**src/rtl/cmp_arbiter.sv**
```systemverilog
// rtl/cmp_arbiter.sv - round-robin arbiter sharing one registered compare/check unit among four requesters
// Grants one request per IDLE cycle, evaluates it in EXEC, holds the result in RESP until drained.
module cmp_arbiter #(
  parameter int WIDTH = 8
) (
  input  logic               clk,
  input  logic               rst,
  input  logic [3:0]         req_valid,
  input  logic [4*WIDTH-1:0] req_a,
  input  logic [4*WIDTH-1:0] req_b,
  input  logic [3:0]         req_pbit,
  output logic [3:0]         req_ready,
  output logic               rsp_valid,
  input  logic               rsp_ready,
  output logic [1:0]         rsp_id,
  output logic               rsp_gt,
  output logic               rsp_lt,
  output logic               rsp_eq,
  output logic               rsp_zero,
  output logic               rsp_perr,
  output logic               rsp_uov,
  output logic               rsp_sov,
  output logic [WIDTH-1:0]   rsp_sum,
  output logic [7:0]         err_count,
  output logic               busy
);

  typedef enum logic [1:0] {IDLE, EXEC, RESP} state_t;

  state_t             state_q, state_d;
  logic [1:0]         ptr_q, ptr_d;
  logic [WIDTH-1:0]   a_q, a_d, b_q, b_d;
  logic               pbit_q, pbit_d;
  logic [1:0]         id_q, id_d;
  logic [1:0]         rsp_id_q, rsp_id_d;
  logic               rsp_gt_q, rsp_gt_d, rsp_lt_q, rsp_lt_d, rsp_eq_q, rsp_eq_d;
  logic               rsp_zero_q, rsp_zero_d, rsp_perr_q, rsp_perr_d;
  logic               rsp_uov_q, rsp_uov_d, rsp_sov_q, rsp_sov_d;
  logic [WIDTH-1:0]   rsp_sum_q, rsp_sum_d;
  logic [7:0]         err_count_q, err_count_d;

  logic               grant_vld;
  logic [1:0]         grant_idx;
  logic [1:0]         scan_idx;
  logic [WIDTH:0]     sum_ext;

  // Scan from ptr+4 down to ptr+1 so the nearest requester after ptr wins last.
  always_comb begin
    grant_vld = 1'b0;
    grant_idx = ptr_q;
    scan_idx  = ptr_q;
    for (int k = 4; k >= 1; k--) begin
      scan_idx = ptr_q + 2'(k);
      if (req_valid[scan_idx]) begin
        grant_vld = 1'b1;
        grant_idx = scan_idx;
      end
    end
  end

  assign req_ready = (state_q == IDLE && grant_vld && !rst) ? (4'b0001 << grant_idx) : 4'b0000;

  assign sum_ext = {1'b0, a_q} + {1'b0, b_q};

  always_comb begin
    state_d     = state_q;
    ptr_d       = ptr_q;
    a_d         = a_q;
    b_d         = b_q;
    pbit_d      = pbit_q;
    id_d        = id_q;
    rsp_id_d    = rsp_id_q;
    rsp_gt_d    = rsp_gt_q;
    rsp_lt_d    = rsp_lt_q;
    rsp_eq_d    = rsp_eq_q;
    rsp_zero_d  = rsp_zero_q;
    rsp_perr_d  = rsp_perr_q;
    rsp_uov_d   = rsp_uov_q;
    rsp_sov_d   = rsp_sov_q;
    rsp_sum_d   = rsp_sum_q;
    err_count_d = err_count_q;
    case (state_q)
      IDLE: begin
        if (grant_vld) begin
          a_d     = req_a[grant_idx*WIDTH +: WIDTH];
          b_d     = req_b[grant_idx*WIDTH +: WIDTH];
          pbit_d  = req_pbit[grant_idx];
          id_d    = grant_idx;
          ptr_d   = grant_idx;
          state_d = EXEC;
        end
      end
      EXEC: begin
        rsp_id_d   = id_q;
        rsp_gt_d   = a_q > b_q;
        rsp_lt_d   = a_q < b_q;
        rsp_eq_d   = a_q == b_q;
        rsp_zero_d = a_q == '0;
        rsp_perr_d = pbit_q ^ (^a_q);
        rsp_uov_d  = sum_ext[WIDTH];
        rsp_sum_d  = sum_ext[WIDTH-1:0];
        rsp_sov_d  = (a_q[WIDTH-1] == b_q[WIDTH-1]) && (sum_ext[WIDTH-1] != a_q[WIDTH-1]);
        state_d    = RESP;
      end
      RESP: begin
        if (rsp_ready) begin
          if (rsp_perr_q && err_count_q != 8'hFF) begin
            err_count_d = err_count_q + 8'd1;
          end
          state_d = IDLE;
        end
      end
      default: state_d = IDLE;
    endcase
  end

  always_ff @(posedge clk) begin
    if (rst) begin
      state_q     <= IDLE;
      ptr_q       <= 2'd3;
      a_q         <= '0;
      b_q         <= '0;
      pbit_q      <= 1'b0;
      id_q        <= 2'd0;
      rsp_id_q    <= 2'd0;
      rsp_gt_q    <= 1'b0;
      rsp_lt_q    <= 1'b0;
      rsp_eq_q    <= 1'b0;
      rsp_zero_q  <= 1'b0;
      rsp_perr_q  <= 1'b0;
      rsp_uov_q   <= 1'b0;
      rsp_sov_q   <= 1'b0;
      rsp_sum_q   <= '0;
      err_count_q <= 8'd0;
    end else begin
      state_q     <= state_d;
      ptr_q       <= ptr_d;
      a_q         <= a_d;
      b_q         <= b_d;
      pbit_q      <= pbit_d;
      id_q        <= id_d;
      rsp_id_q    <= rsp_id_d;
      rsp_gt_q    <= rsp_gt_d;
      rsp_lt_q    <= rsp_lt_d;
      rsp_eq_q    <= rsp_eq_d;
      rsp_zero_q  <= rsp_zero_d;
      rsp_perr_q  <= rsp_perr_d;
      rsp_uov_q   <= rsp_uov_d;
      rsp_sov_q   <= rsp_sov_d;
      rsp_sum_q   <= rsp_sum_d;
      err_count_q <= err_count_d;
    end
  end

  assign rsp_valid = (state_q == RESP);
  assign busy      = (state_q != IDLE);
  assign rsp_id    = rsp_id_q;
  assign rsp_gt    = rsp_gt_q;
  assign rsp_lt    = rsp_lt_q;
  assign rsp_eq    = rsp_eq_q;
  assign rsp_zero  = rsp_zero_q;
  assign rsp_perr  = rsp_perr_q;
  assign rsp_uov   = rsp_uov_q;
  assign rsp_sov   = rsp_sov_q;
  assign rsp_sum   = rsp_sum_q;
  assign err_count = err_count_q;

endmodule

```
**config.mk**
```make
export PLATFORM = sky130hd
export DESIGN_NAME = cmp_arbiter
export DESIGN_NICKNAME = d
export VERILOG_FILES = /design/src/rtl/cmp_arbiter.sv
export SDC_FILE = /design/constraint.sdc
export NUM_CORES = 1
export LEC_CHECK = 0
export CAP_MARGIN = 20
export CORE_MARGIN = 2
export CORE_UTILIZATION = 35
export CTS_BUF_LIST = sky130_fd_sc_hd__clkbuf_4 sky130_fd_sc_hd__clkbuf_8 sky130_fd_sc_hd__clkbuf_16
export DETAILED_ROUTE_END_ITERATION = 8
export PLACE_DENSITY = 0.6
export REMOVE_ABC_BUFFERS = 1
export SLEW_MARGIN = 20
export SYNTH_ARGS = -nofsm -noshare
export SYNTH_HDL_FRONTEND = slang
export SYNTH_SLANG_ARGS = --single-unit
```
**constraint.sdc**
```tcl
create_clock -name clk -period 3.1 [get_ports clk]
set_input_delay 0.465 -clock clk [delete_from_list [all_inputs] [get_ports clk]]
set_output_delay 0.465 -clock clk [all_outputs]
set_load 0.01 [all_outputs]
```
# After elaboration in Yosys (flattened, before gate mapping)
# Index checks and enable logic that the tools add are counted.
# Widths: inputs -> output; s select.
totals:
  reg_bits: 48
  input_bits: 75
  output_inout_bits: 31
  elab_cells: 73
classes:
  n_addsub: 5
  magnitude_cmp: 7
  n_eq_ne: 8
  shifts: 3
  mux: 21
  n_bitwise: 1
  reduce_logical: 12
op_table:
  columns: ["operator", "count"]
  rows:
  - ["$shiftx 32x6->8", 2]
  - ["$lt 2x3->1 const B", 5]
  - ["$bmux 1 s2", 5]
  - ["$mux 2", 5]
  - ["$add 8x8->9", 1]
  - ["$mux 1", 9]
  - ["$add 8x1->8 const B", 1]
  - ["$eq 8x8->1", 1]
  - ["$gt 8x8->1", 1]
  - ["$logic_not 8->1", 1]
  - ["$lt 8x8->1", 1]
  - ["$ne 8x8->1 const B", 1]
  - ["$reduce_xor 8->1", 1]
  - ["$pmux 2 s3", 1]
  - ["$add 2x2->2 const B", 2]
  - ["$logic_and 1x1->1", 4]
  - ["$mux 4", 1]
  - ["$reduce_and 2->1", 2]
  - ["$shl 1x2->4 const A", 1]
  - ["$reduce_and 3->1", 1]
  - ["$add 2x1->2 const B", 1]
  - ["$eq 2x1->1 const B", 1]
  - ["$eq 2x2->1 const B", 1]
  - ["$logic_not 2->1", 1]
  - ["other kinds (7)", 7]

# Depth between registers and ports, before layout
# Gate-level depths: netlist of the first run.
depth:
  depth_word: 9
  depth_mapped: 8
  mapped_depth_nobuf: 7

# Worst setup path before layout of the first run
# No wires, ideal clock.
synth_path:
  path_type: "input -> output"
  startpoint: "input req_valid[3]"
  endpoint: "output req_ready[1]"
  arrival_ns: 1.640
  required_ns: 2.635
  path_slack_ns: 0.995
  cell_stages: 6
  path_buffers: 2
  cell_sequence: "or2_4 -> buf_6 -> nor4b_2 -> a21oi_2 -> buf_2 -> nor3_1"
synth_between:
  elab_chain_len: 9
  elab_cells_between_ends: 19
  classes_between: "1 x shift; 16 x mux; 2 x reduce/logical"
synth_rtl:
  columns: ["element", "line_no", "text"]
  rows:
  - ["from (decl)", "8", "input logic [3:0] req_valid,"]
  - ["$bmux 1 s2", "54", "if (req_valid[scan_idx]) begin"]
  - ["$mux 1 (implied by the code)", "54", null]
  - ["$mux 1 (4 in a row)", "54", null]
  - ["$logic_and 1x1->1 (2 in a row)", "61", "assign req_ready = (state_q == IDLE && grant_vld && !rst) ? (4'b0001 << grant_idx) : 4'b0000;"]
  - ["$mux 4 *", "61", null]
  - ["to (decl)", "12", "output logic [3:0] req_ready,"]
# Every way passes the cells marked *; elsewhere a longest branch is shown, timed or not. The select of a mux whose other input is x is not followed.

# Worst setup path after layout of the first run
layout_path:
  startpoint: "input req_valid[0]"
  endpoint: "output req_ready[0]"
# Same word-level chain as after synthesis.

==> impl_metrics.json, run 1 <==
{
  "synth_area_um2": 3790,
  "dieArea_um2": 11700,
  "switchingPower_uw": 938,
  "grt_pass1_wl_mm": 16.7,
  "rrSetupSlack_ns": 0.97,
  "vdd_drop_max_mv": 0.199,
  "io_pins": 106,
  "p_clk_share_pct": 20.0,
  "worstPathCellList": "clkdlybuf4s50_1 -> nor4_1 -> or2_1 -> nor2_1 -> o21a_1 -> clkdlybuf4s50_1",
  "cts_tree": "done",
  "syn_avg_cell_area_um2": 8.72,
  "synthTopCellsByArea": "dfxtp_1, ha_1, a221oi_2",
  "relSlewSlack_pct": 28.9,
  "synth_cells": 435,
  "fin_cells": 663,
  "grt.total_usage_pct": 17.6,
  "grt_overflow_total": 0,
  "routed_via_density": 5.40,
  "crit_family": "buffers and inverters",
  "hpwl_mm": 7.50,
  "skew_ns": 0.00892,
  "whs_ns": 0.459,
  "outcome": "finished clean",
  "p_total_mw": 2.47,
  "seq_power_share_pct": 34.2,
  "synthFlopType": "dfxtp_1",
  "cp-end-kind": "output port",
  "setup_ws_ns": 0.194,
  "hold_path.class": "reg -> reg",
  "cts_max_level": 2,
  "routabilityCongestion": 0.813,
  "antenna_found_initial": 0,
  "synth_top_area_share_pct": 25.3,
  "placedCellCount": 655,
  "path_buf_inv": 2,
  "cts.hold.buffers_added": 0,
  "p_leak_nw": 1.82,
  "synth_area_leader_cell": "dfxtp_1",
  "ys_types": 57,
  "dr_wl_met2_mm": 4.71,
  "cts-root-buf": "clkbuf_8",
  "drc": 0,
  "yosys_warnings": 0,
  "ys_async_sr_fraction_pct": 0,
  "ys_seq_area_share_pct": 25.3,
  "cpMostUsedCell": "clkdlybuf4s50_1",
  "setup_viol": 0,
  "path_clk_slew_ns": 0.09,
  "fin_crit_sh_pct": 93.8,
  "pwr-share-comb_pct": 45.8,
  "arrival_ns": 2.44,
  "ff2ff_path_depth": 7,
  "cts_setup_buffers": 0,
  "max_stage_delay_ns": 0.54,
  "wire_per_inst_um": 15.4,
  "routed_wl_mm": 10.2,
  "rsz0062_at_grt": "no",
  "clk_latency_ns": 0.31,
  "drv_cap": 0,
  "post-route-cell-area_um2": 5030,
  "sw_frac_of_total_pct": 37.9,
  "grt_pass1_vias": 3432,
  "worstReg2RegStart": "a_q[0]",
  "final_core_util_pct": 48.3,
  "die_w_um": 108,
  "top_layer_used": "met4",
  "clock-sinks": 48,
  "intPower_mw": 1.54,
  "clockBufferDepth": 2,
  "rows": 37,
  "tns_ns": 0,
  "r2r_end": "rsp_sum[6]",
  "drt_first_pass_iters": 4,
  "grt_start_max_net_pins": 57,
  "hold_violations": 0,
  "nFillCells": 1023,
  "syn2layout_area_growth_pct": 32.6,
  "critical-path-slowest-cell": "clkdlybuf4s50_1",
  "wl_met1_mm": 4.86,
  "cts_buffers": 5,
  "final_common_cell": "clkdlybuf4s50_1",
  "crit_fanout": 9,
  "crit_required_ns": 2.63,
  "report.final.slew_viol_count": 0,
  "cp.depth": 6,
  "die_h_um": 108,
  "fmax_mhz": 344,
  "synth_edf_count": 0,
  "ant_nets": 0,
  "layout_common_cells": "clkdlybuf4s50_1, dfxtp_1, nor2_1, o211ai_1, a21oi_1",
  "vias": 3582,
  "diodes": 0,
  "routed-wl-met3_um": 576,
  "crit_path_start": "req_valid[0]",
  "start_kind": "primary input",
  "tightest_slew_ns": 1.07,
  "preCtsSetupSlack_ns": 0.188,
  "crit_type": "in -> out",
  "fin_nets": 623,
  "drt_iter0_markers": 104,
  "placed_area_um2": 4910,
  "portBuffers": 105,
  "synth_seq_cells": 48,
  "coreArea_um2": 10400,
  "crit_end": "req_ready[0]",
  "p_per_area_nw_per_um2": 492,
  "initial_utilization_pct": 36.4,
  "cts_resized": 0,
  "layout-drive-gt1-share_pct": 13.3,
  "finalCriticalPeriod_ns": 2.91
}
[cell type report]
type | count | area, µm² | share of cell area [%]
Inverter | 22 | 82.6 | 1.64
Tap cell | 136 | 170 | 3.38
Sequential cell | 48 | 961 | 19.1
Clock buffer | 6 | 82.6 | 1.64
Timing Repair Buffer | 119 | 1170 | 23.2
Multi-Input combinational cell | 330 | 2520 | 50.2
Clock inverter | 2 | 38.8 | 0.772
[power by group through the flow]
stage / logic (mW) / clock network [mW] / registers [mW]
6_report: 1.13 / 0.495 / 0.846
5_1_grt: 1.25 / 0.530 / 0.866
4_1_cts: 1.14 / 0.512 / 0.847
3_5_place_dp: 1.14 / 0 / 0.860
3_3_place_gp: 1.12 / 0 / 0.852
2_1_floorplan: 0.738 / 0 / 0.834
[layer usage]
metal	vias to the layer above	track usage (%)
met5	-	0
li1	1809	-
met2	84	29.5
met3	6	2.89
met4	0	3.57
met1	1683	24.0
[worst register-to-register path, stage by stage (launching register included)]
cell and delay [ns]:
dfxtp_1 0.38, ha_1 0.25, fa_1 0.39, nand2b_1 0.10, a21oi_1 0.09, o31a_1 0.28
or3_1 0.31, a311oi_1 0.25
[sequential cells by signal (all words and copies together) (netlist names)]
| name | flops |
|---|---|
| a_q | 8 |
| b_q | 8 |
| err_count | 8 |
| rsp_sum | 8 |
| id_q | 2 |
| ptr_q | 2 |
| rsp_id | 2 |
| state_q | 2 |
| pbit_q | 1 |
| rsp_eq | 1 |
| rsp_gt | 1 |
| rsp_lt | 1 |
| rsp_perr | 1 |
| rsp_sov | 1 |
| rsp_uov | 1 |
| rsp_zero | 1 |
[Yosys cell counts, types with 3 or more instances]
cell / instances
buf_2: 6
xor2_1: 3
buf_6: 8
xnor2_1: 9
o211ai_1: 27
nor4_1: 6
a221oi_2: 14
a21oi_1: 24
nand2_1: 20
dfxtp_1: 48
nor2b_1: 5
o21ai_1: 3
o21ai_2: 15
nor3_1: 5
o32a_1: 17
buf_1: 3
a221oi_1: 3
ha_1: 21
clkbuf_1: 13
o31a_1: 3
a211oi_1: 5
o211ai_2: 9
nor3b_1: 19
inv_1: 21
buf_4: 3
nor2_1: 43
or2_1: 3
o21ai_0: 13
mux2i_1: 20
nand2b_1: 9
nand3_1: 6
[worst min path at each step]
| stage | from | to | slack [ns] | depth (start not counted) |
|---|---|---|---|---|
| 3_5_place_dp | id_q[0] | rsp_id[0] | 0.45 | 2 |
| 3_3_place_gp | id_q[0] | rsp_id[0] | 0.44 | 2 |
| 2_1_floorplan | id_q[0] | rsp_id[0] | 0.42 | 2 |
| 5_1_grt | id_q[0] | rsp_id[0] | 0.48 | 2 |
| 4_1_cts | id_q[0] | rsp_id[0] | 0.46 | 2 |
| 6_report | id_q[0] | rsp_id[0] | 0.46 | 2 |
[kinds of logic (layout without fill, tap and decap cells)]
kind of cell,Yosys count,count (layout),share of synthesized area [%]
AND/OR/NAND/NOR,131,131,18.4
XOR/XNOR,12,12,2.77
AO/OA/AOI/OAI,145,145,32.3
multiplexers,20,20,5.28
flip-flops,48,48,25.3
buffers and inverters,57,149,8.45
adder cells (fa/ha/maj),22,22,7.46
(Power assumes the default switching activity.)
==> inputs of run 2 (changes only) <==
Settings changed: CAP_MARGIN 20 to not set.
==> results of run 2 <==
Same layout as run 1: the final DEF is identical, and so are final timing and power.
==> patch (settings of run 2) <==
`b_q` no longer has a reset.
--- a/src/rtl/cmp_arbiter.sv
+++ b/src/rtl/cmp_arbiter.sv
@@ -120,5 +120,4 @@
       ptr_q       <= 2'd3;
       a_q         <= '0;
-      b_q         <= '0;
       pbit_q      <= 1'b0;
       id_q        <= 2'd0;
@@ -137,5 +136,4 @@
       ptr_q       <= ptr_d;
       a_q         <= a_d;
-      b_q         <= b_d;
       pbit_q      <= pbit_d;
       id_q        <= id_d;
@@ -151,4 +149,8 @@
       err_count_q <= err_count_d;
     end
+  end
+
+  always_ff @(posedge clk) begin
+    b_q <= b_d;
   end
 
Formal check against the unedited RTL: same outputs for any inputs over 4 cycles, from zero or initial values and one cycle with rst high; that may be too few to reach the edited logic, so the function may still have changed.
==> patch against run 2 <==
Power decreased by 12%. Clock skew increased by 0.0041 ns. Sequential cell count unchanged. Final area decreased by 14%. Global-route usage decreased by 1.8 points. Worst setup slack improved by 0.10 ns. Critical path type unchanged. Die area decreased by 19%. Synthesized area decreased by 20%. Routed wire length decreased by 27%. Highest routed layer unchanged. Critical endpoint is now req_ready[2].
==> patch: results (changes against run 2) <==
initial DRC count 53 (-49%); fraction of registers with async set or reset after synthesis 0% (unchanged); distinct cell type count after synthesis 48 (-16%); Rel. slew slack 49.0% (+20 points); Syn. warnings 0 (unchanged); M1 WL 3430 um (-29%); most frequent cells after synthesis 43 x mux2i_1, 40 x dfxtp_1, 27 x inv_1; Pre-antenna DRT Iters 4 (unchanged); run status finished clean; CTS root buf clkbuf_8; vias in the first global route 2663 (-22%); vias per cell 4.97 (-7.9%); sw power 0.741 mW (-21%); total wire length 7410 um (-27%); Clock transition at path regs 0.10 ns; hpwl dp 5910 um (-21%); routability cong. 0.781 (-3.9%); Worst Clk Skew 0.0130 ns (+0.00408 ns); # diodes 0 (unchanged); Seq/Total Area, Yosys 34.1% (+8.8 points); met2 WL 3420 um (-27%); number of synthesized flops with an enable pin 8 (+8); top post-synthesis cells by area dfxtp_1 26%, mux2i_1 14%, ha_1 8.6%; Layout Nets 527 (-15%); Max Cap Viol 0 (unchanged); Tot GR Track Use 15.9% (-1.8 points); DR top layer met4; post_cts resized 0 (unchanged); Peak supply drop 0.000223 V (+12%); first-pass GRT wire length 12500 um (-25%); CTS max path bufs 2 (unchanged); # H-tree levels 2 (unchanged); CP max FO 6 (-3); clock latency on the worst-skew pair 0.31 ns (about the same); Post-synth top flop dfxtp_1; crit path DAT 2.34 ns (-0.10 ns); share of layout cells above drive strength 1 6.73% (-6.6 points); clock share of power 20.9% (+0.9 points); Hold Crit Class reg -> reg; wire length on met3 393 um (-32%); maximum number of pins on one net before global-route repair 29 (-49%); initial antenna violation count 0 (unchanged); Pleak 1.71 nW (-6.2%)
patch: per-stage QoR:
| stage | utilization, % | worst slack, ns | area, um^2 | std cells | setup TNS (ns) |
|---|---|---|---|---|---|
| floorplan | - | -0.533 | 2930 | 310 | -2.28 |
| global placement | 48.7 | 0.344 | 4180 | 531 | 0 |
| detailed placement | 48.7 | 0.297 | 4180 | 531 | 0 |
| CTS | 50.0 | 0.289 | 4300 | 539 | 0 |
| global route | 50.0 | 0.159 | 4300 | 539 | 0 |
| finish | 50.0 | 0.298 | 4300 | 539 | 0 |
patch: per-layer routing:
metal / GRT usage, % / vias to the layer above
li1: - / 1375
met1: 20.3 / 1223
met2: 26.2 / 73
met3: 3.74 / 10
met4: 5.56 / 0
met5: 0 / -
patch: layout make-up:
| type | instances | area, um^2 |
|---|---|---|
| flip-flops and latches | 48 | 1040 |
| multi-input cells | 235 | 1790 |
| repair buffers | 113 | 1110 |
| clock inverters | 1 | 8.76 |
| fillers | 836 | 4290 |
| clock buffers | 7 | 108 |
| well taps | 108 | 135 |
| inverters | 27 | 101 |
patch: logic make-up (layout without fill, tap and decap cells):
family	Yosys count	after routing	synth area share [%]
AND/OR/NAND/NOR	94	94	15.0
multiplexers	43	43	14.1
adder cells (fa/ha/maj)	22	22	9.27
XOR/XNOR	12	12	3.45
flip-flops	48	48	34.1
AO/OA/AOI/OAI	64	64	16.8
buffers and inverters	48	148	7.26
patch: critical path, cell delays in order:
cell,delay [ns]
clkdlybuf4s50_1,0.52
nor2_1,0.10
a221oi_4,0.47
inv_1,0.11
nor2_1,0.12
clkdlybuf4s50_1,0.55
patch: final timing paths:
path	slack, ns	cells after the start	end	startpoint
setup / recovery	0.30	6	req_ready[2]	req_valid[0]
hold / removal	0.46	2	rsp_sum[1]	rsp_sum[1]
setup reg to reg	0.95	6	a_q[0]	ptr_q[0]
hold reg to reg	0.46	2	rsp_sum[1]	rsp_sum[1]
patch: power by group through the flow:
stage | sequential (mW) | combinational [mW] | clock, mW
2_1_floorplan | 0.823 | 0.571 | 0
3_3_place_gp | 0.826 | 0.900 | 0
3_5_place_dp | 0.829 | 0.907 | 0
4_1_cts | 0.815 | 0.910 | 0.467
5_1_grt | 0.830 | 1.00 | 0.490
6_report | 0.813 | 0.902 | 0.453
